--- src/rtl/public_axi_rd_arbiter_n.sv ---
// N-master read arbiter: one requestor at a time owns a full-AXI read channel.
// R beats stream to the owner through a one-entry buffer, with per-beat error checks.
module public_axi_rd_arbiter_n #(
    parameter int                 NUM_M    = 2,
    parameter int                 ADDR_W   = 32,
    parameter int                 DATA_W   = 64,
    parameter int                 ID_W     = 4,
    parameter int                 LEN_W    = 8,
    parameter int                 PRIO_RR  = 0,
    parameter logic [ADDR_W-1:0]  RST_ADDR = 32'h3000_0000
) (
    input  logic                      clk,
    input  logic                      rst_n,
    input  logic [NUM_M-1:0]          req_valid,
    output logic [NUM_M-1:0]          req_ready,
    input  logic [NUM_M*ADDR_W-1:0]   req_addr,
    input  logic [NUM_M*3-1:0]        req_size,
    input  logic [NUM_M*LEN_W-1:0]    req_len,
    input  logic [NUM_M*2-1:0]        req_burst,
    output logic [NUM_M-1:0]          rsp_valid,
    input  logic [NUM_M-1:0]          rsp_ready,
    output logic [DATA_W-1:0]         rsp_data,
    output logic                      rsp_last,
    output logic                      rsp_err,
    output logic                      err_sticky,
    input  logic                      io_master_arready,
    output logic                      io_master_arvalid,
    output logic [ADDR_W-1:0]         io_master_araddr,
    output logic [ID_W-1:0]           io_master_arid,
    output logic [LEN_W-1:0]          io_master_arlen,
    output logic [2:0]                io_master_arsize,
    output logic [1:0]                io_master_arburst,
    output logic                      io_master_rready,
    input  logic                      io_master_rvalid,
    input  logic [1:0]                io_master_rresp,
    input  logic [DATA_W-1:0]         io_master_rdata,
    input  logic                      io_master_rlast,
    input  logic [ID_W-1:0]           io_master_rid,
    output logic [1:0]                dbg_state
);

    // Handshakes: a transfer happens on a rising edge where valid and ready are both high;
    // valid never waits for ready, and the payload is held stable while valid is high.

    localparam int GW = (NUM_M > 1) ? $clog2(NUM_M) : 1;

    typedef enum logic [1:0] {
        IDLE = 2'd0,
        ADDR = 2'd1,
        DATA = 2'd2
    } state_t;

    state_t              state;
    logic [GW-1:0]       rr_ptr;
    logic [GW-1:0]       grant;
    logic [GW-1:0]       win;
    logic [GW-1:0]       cand;
    logic                win_found;
    logic [LEN_W:0]      beat_cnt;
    logic                buf_full;
    logic                buf_last;
    logic                buf_err;
    logic [DATA_W-1:0]   buf_data;
    logic                r_hs;
    logic                pop;
    logic                beat_err;

    logic [ADDR_W-1:0]   addr_a  [NUM_M];
    logic [2:0]          size_a  [NUM_M];
    logic [LEN_W-1:0]    len_a   [NUM_M];
    logic [1:0]          burst_a [NUM_M];

    for (genvar i = 0; i < NUM_M; i++) begin : g_unpack
        assign addr_a[i]  = req_addr[i*ADDR_W +: ADDR_W];
        assign size_a[i]  = req_size[i*3 +: 3];
        assign len_a[i]   = req_len[i*LEN_W +: LEN_W];
        assign burst_a[i] = req_burst[i*2 +: 2];
    end

    // Scan starts at rr_ptr in round-robin mode, at index 0 in fixed mode.
    always_comb begin
        win       = '0;
        win_found = 1'b0;
        cand      = '0;
        for (int k = 0; k < NUM_M; k++) begin
            if (PRIO_RR != 0) cand = GW'((int'(rr_ptr) + k) % NUM_M);
            else              cand = GW'(k);
            if (!win_found && req_valid[cand]) begin
                win       = cand;
                win_found = 1'b1;
            end
        end
    end

    always_comb begin
        req_ready = '0;
        rsp_valid = '0;
        for (int i = 0; i < NUM_M; i++) begin
            req_ready[i] = rst_n && (state == IDLE) && win_found && (win == GW'(i));
            rsp_valid[i] = buf_full && (grant == GW'(i));
        end
    end

    // The last beat's pop closes the burst, so nothing more is accepted in that cycle.
    assign io_master_rready = (state == DATA) && (!buf_full || (rsp_ready[grant] && !buf_last));
    assign r_hs             = io_master_rready && io_master_rvalid;
    assign pop              = buf_full && rsp_ready[grant];

    assign beat_err = (io_master_rresp != 2'b00)
                    || (io_master_rid != io_master_arid)
                    || (beat_cnt > {1'b0, io_master_arlen})
                    || (io_master_rlast != (beat_cnt == {1'b0, io_master_arlen}));

    assign rsp_data  = buf_data;
    assign rsp_last  = buf_last;
    assign rsp_err   = buf_err;
    assign dbg_state = state;

    always_ff @(posedge clk or negedge rst_n) begin
        if (!rst_n) begin
            state             <= IDLE;
            rr_ptr            <= '0;
            grant             <= '0;
            io_master_arvalid <= 1'b0;
            io_master_araddr  <= RST_ADDR;
            io_master_arid    <= '0;
            io_master_arlen   <= '0;
            io_master_arsize  <= '0;
            io_master_arburst <= '0;
            beat_cnt          <= '0;
            buf_full          <= 1'b0;
            buf_last          <= 1'b0;
            buf_err           <= 1'b0;
            buf_data          <= '0;
            err_sticky        <= 1'b0;
        end else begin
            case (state)
                IDLE: begin
                    if (win_found) begin
                        io_master_araddr  <= addr_a[win];
                        io_master_arsize  <= size_a[win];
                        io_master_arlen   <= len_a[win];
                        io_master_arburst <= burst_a[win];
                        io_master_arid    <= ID_W'(win);
                        io_master_arvalid <= 1'b1;
                        grant             <= win;
                        err_sticky        <= 1'b0;
                        state             <= ADDR;
                    end
                end
                ADDR: begin
                    if (io_master_arready) begin
                        io_master_arvalid <= 1'b0;
                        beat_cnt          <= '0;
                        state             <= DATA;
                        if (PRIO_RR != 0)
                            rr_ptr <= (grant == GW'(NUM_M - 1)) ? '0 : grant + 1'b1;
                    end
                end
                DATA: begin
                    if (pop) buf_full <= 1'b0;
                    if (r_hs) begin
                        buf_full <= 1'b1;
                        buf_data <= io_master_rdata;
                        buf_last <= io_master_rlast;
                        buf_err  <= beat_err;
                        if (beat_cnt != '1) beat_cnt <= beat_cnt + 1'b1;
                        if (beat_err) err_sticky <= 1'b1;
                    end
                    if (pop && buf_last) state <= IDLE;
                end
                default: state <= IDLE;
            endcase
        end
    end

endmodule

--- config.mk ---
export PLATFORM = sky130hd
export DESIGN_NAME = public_axi_rd_arbiter_n
export DESIGN_NICKNAME = d
export VERILOG_FILES = /design/src/rtl/public_axi_rd_arbiter_n.sv
export SDC_FILE = /design/constraint.sdc
export NUM_CORES = 1
export LEC_CHECK = 0
export ABC_AREA = 1
export CAP_MARGIN = 25
export CORE_MARGIN = 2
export CORE_UTILIZATION = 40
export DETAILED_ROUTE_END_ITERATION = 10
export GPL_TIMING_DRIVEN = 0
export PLACE_DENSITY = 0.9
export SYNTH_ARGS = -nofsm -noshare
export SYNTH_HDL_FRONTEND = slang
export SYNTH_SLANG_ARGS = --single-unit
--- constraint.sdc ---
create_clock -name clk -period 2.4 [get_ports clk]
set_input_delay 0.72 -clock clk [delete_from_list [all_inputs] [get_ports clk]]
set_output_delay 0.72 -clock clk [all_outputs]
set_load 0.01 [all_outputs]
==> metrics.md <==
| Metric | Value |
|---|---|
| Sw frac | 0.356 |
| Row count | 43 |
| CP arrival | 1.62 ns |
| DR vias/cell | 4.92 |
| Nets | 1,178 |
| Worst-path fanout max | 3 |
| Clock tree from TritonCTS | yes |
| Hold Vio Cnt, Final | 0 |
| Clock power share | 0.222 |
| Max Cap Viol | 0 |
| Syn avg cell area | 8.22 sq um |
| DRT iter0 DRCs | 387 |
| First-pass DRT Iterations | 5 |
| Max-slew violations | 0 |
| Via count of the first global-routing pass | 6,016 |
| Fin crit period | 2.34 ns |
| Clock Path Buffers | 2 |
| CP startpoint | rsp_ready[0] |
| Seq/Total Area, Yosys | 0.562 |
| Synth Register Bits | 126 |
| H-tree Lvls | 4 |
| Final Cycle Share | 0.974 |
| Hold crit path type | in -> async |
| Clock latency on the worst-skew pair | 0.42 ns |
| Top FF cell, synth | dfrtp_1 |
| Top area cells in the synthesized netlist | dfrtp_1 (55%), nand2_1 (19%), o21ai_0 (5.2%) |
| Gate power share | 0.453 |
| Starting Density | 0.406 |
| Synth Warn # | 0 |
| Slowest cell on crit path | clkdlybuf4s50_1 |
| I/O pin total | 293 |
| Most common cell in the netlist | nand2_1 |
| F_max | 0.428 GHz |
| Die Span X | 123 um |
| Switch Pwr | 4.14 mW |
| Final worst setup slack | 0.0616 ns |
| Power Dens Cells | 1230 nW/um^2 |
| Area of the core | 13,800 sq um |
| Worst-path clk slew | 0.05 ns |
| Post-synth EDFFs | 0 |
| Die ar. | 15,000 sq um |
| Vias | 5,865 |
| Slew @ Worst Pin | 0.556 ns |
| Worst R2R Setup Slack | 0.18 ns |
| Port Buffers | 289 |
| Top cells by count, synth | nand2_1 (279), dfrtp_1 (124), nor2_1 (60) |
| Routed Antenna Nets | 0 |
| Routed WL | 19,000 um |
| Synth Area in Compound Gates | 0.0995 |
| Final Skew | 0.0128 ns |
| DP Cell Count | 1,156 |
| Post-route setup TNS | 0 ns |
| Critical path type | in -> out |
| Avg WL per Cell | 16.0 um |
| P&R area growth vs syn | 68.8% |
| Total gr overflow | 0 |
| Most frequent CP cell | nand2_2 |
| Chip Height | 123 um |
| First-pass GRT wire length | 29,800 um |
| Synth Instances | 684 |
| Status | complete, no violations |
| # setup viols final | 0 |
| Sequential Power Share | 0.325 |
| Adder-Cell Fraction of Synth Area | 0.0223 |
| # diodes | 0 |
| Synth top area share | 0.552 |
| DRC viols | 0 |
| VDD IR-drop max | 0.681 mV |
| Finished Cell Area | 9490 sq um |
| Relative slew margins | 0.629 |
| Area leader, netlist | dfrtp_1 |
| Placed Instance Area | 8770 sq um |
| Post-synth ARST share | 1.00 |
| Critical Path Start Type | primary input |
| Mux share of post-synthesis cell area | 0 |
| Reg2reg end | beat_cnt[7] |
| Post-route insts no fill | 1,192 |
| Required @ worst endpoint | 1.68 ns |
| Synth Area in Simple Gates | 0.253 |
| CP Cell Sequence | clkdlybuf4s50_1 > nand2_1 > and2_4 > nand2_2 > nand2_2 > inv_2 > buf_6 |
| Clock Sinks | 126 |
| CP max stage delay | 0.46 ns |
| CTS Buf Count | 17 |
| Largest net degree at the start of global routing | 39 |
| Hold WS | 0.150 ns |
| XOR/XNOR Fraction of Synth Area | 0.00312 |
| Post-Synthesis Cell Area | 5620 sq um |
| Reg2Reg Depth | 11 |
| Initial antenna violation count | 0 |
| P_int | 7.49 mW |
| Routability cong. | 0.865 |
| Worst r2r src | beat_cnt[1] |
| CP Capture Type | output pin |
| Share of post-route cells with drive strength above 1 | 0.0771 |
| Static leakage | 4.50 nW |
| DP Worst Slack | -0.868 ns |
| Yosys cell types | 28 |
| Worst setup path endpoint | io_master_rready |
| Largest family of logic cells by synthesized area | simple AND/OR/NAND/NOR gates |
| RSZ-0062 raised after global routing | false |
| CTS Hold Buffers Added | 0 |
| Root buf cell | clkbuf_16 |
| GR Util All Layers | 0.259 |
| DP Wirelength | 13,900 um |
[area by class of cell]
cell class	instances	area, sq um
plain buffers	37	214
clock buffers	25	475
clock inverters	7	110
fillers	1046	4340
inverters	36	135
multi-input cells	487	2160
flip-flops and latches	126	3160
well taps	180	225
repair buffers	294	3010
[worst min path at each step]
stage               slack (ns)  cells past startpoint    startpoint            to
finish                    0.15                      1         rst_n  rsp_data[55]
global route              0.16                      1         rst_n  rsp_data[54]
CTS                       0.16                      1         rst_n  rsp_data[37]
detailed placement        0.46                      2  rsp_data[36]  rsp_data[36]
global placement          0.45                      2  rsp_data[45]  rsp_data[45]
floorplan                 0.42                      0         rst_n   beat_cnt[0]
[flip-flops by register name (all words and copies together) (netlist names), 2 cells and up]
register           cells
dbg_state              2
io_master_arsize       3
rsp_data              64
beat_cnt               9
io_master_arlen        8
io_master_araddr      32
io_master_arburst      2
[kinds of logic (layout without fill, tap and decap cells)]
| kind of cell | count (synthesis) | after routing |
|---|---|---|
| flops | 126 | 126 |
| simple gates | 364 | 364 |
| compound gates | 108 | 108 |
| xor+xnor | 2 | 2 |
| fa+ha+maj | 10 | 10 |
| other cells | 1 | 3 |
| buf+inv | 73 | 399 |
[layer usage]
metal	up-vias	GRT usage	wire length, um
li1	2792	-	-
met1	2747	0.294	7140
met2	264	0.438	9640
met3	62	0.0855	1480
met4	0	0.124	764
met5	-	0	0
[power groups by stage]
stage	Combinational [mW]	Sequential (mW)	Clock, mW
finish	5.27	3.78	2.58
global route	5.82	3.88	2.72
CTS	5.25	3.77	2.61
detailed placement	5.18	3.78	0
global placement	5.04	3.74	0
floorplan	1.89	4.12	0
[worst max-delay path, delay by kind of cell]
kind,cells,cell delay [ns]
AND/OR/NAND/NOR,4,0.29
buffers and inverters,3,0.60
[stage by stage]
stage / power (mW) / util
after CTS: 11.6 / 0.684
after floorplan: 6.01 / -
after global placement: 8.77 / 0.632
final: 11.6 / 0.686
after detailed placement: 8.95 / 0.635
after global routing: 12.4 / 0.686
[timing repair]
item	in CTS	in global routing
gates resized for setup	26	7
cloned	2	0
pin swaps	3	1
buffers inserted	2	0
endpoints found under the setup margin	3	10
[cell usage in the layout (no fill, tap or decap), types with 3 or more instances in the layout]
| cell type | count |
|---|---|
| buf_2 | 12 |
| buf_4 | 12 |
| buf_6 | 3 |
| bufinv_16 | 3 |
| clkbuf_1 | 20 |
| clkbuf_16 | 17 |
| clkbuf_8 | 3 |
| clkdlybuf4s50_1 | 282 |
| clkinv_2 | 4 |
| conb_1 | 3 |
| dfrtp_1 | 123 |
| ha_1 | 10 |
| inv_1 | 31 |
| inv_2 | 5 |
| nand2_1 | 276 |
| nand2_2 | 5 |
| nand3_1 | 10 |
| nand4_1 | 3 |
| nor2_1 | 59 |
| nor3_1 | 3 |
| o21ai_0 | 58 |
| o21ai_1 | 38 |
| o22ai_1 | 7 |
Power figures use the tool's default switching activity.
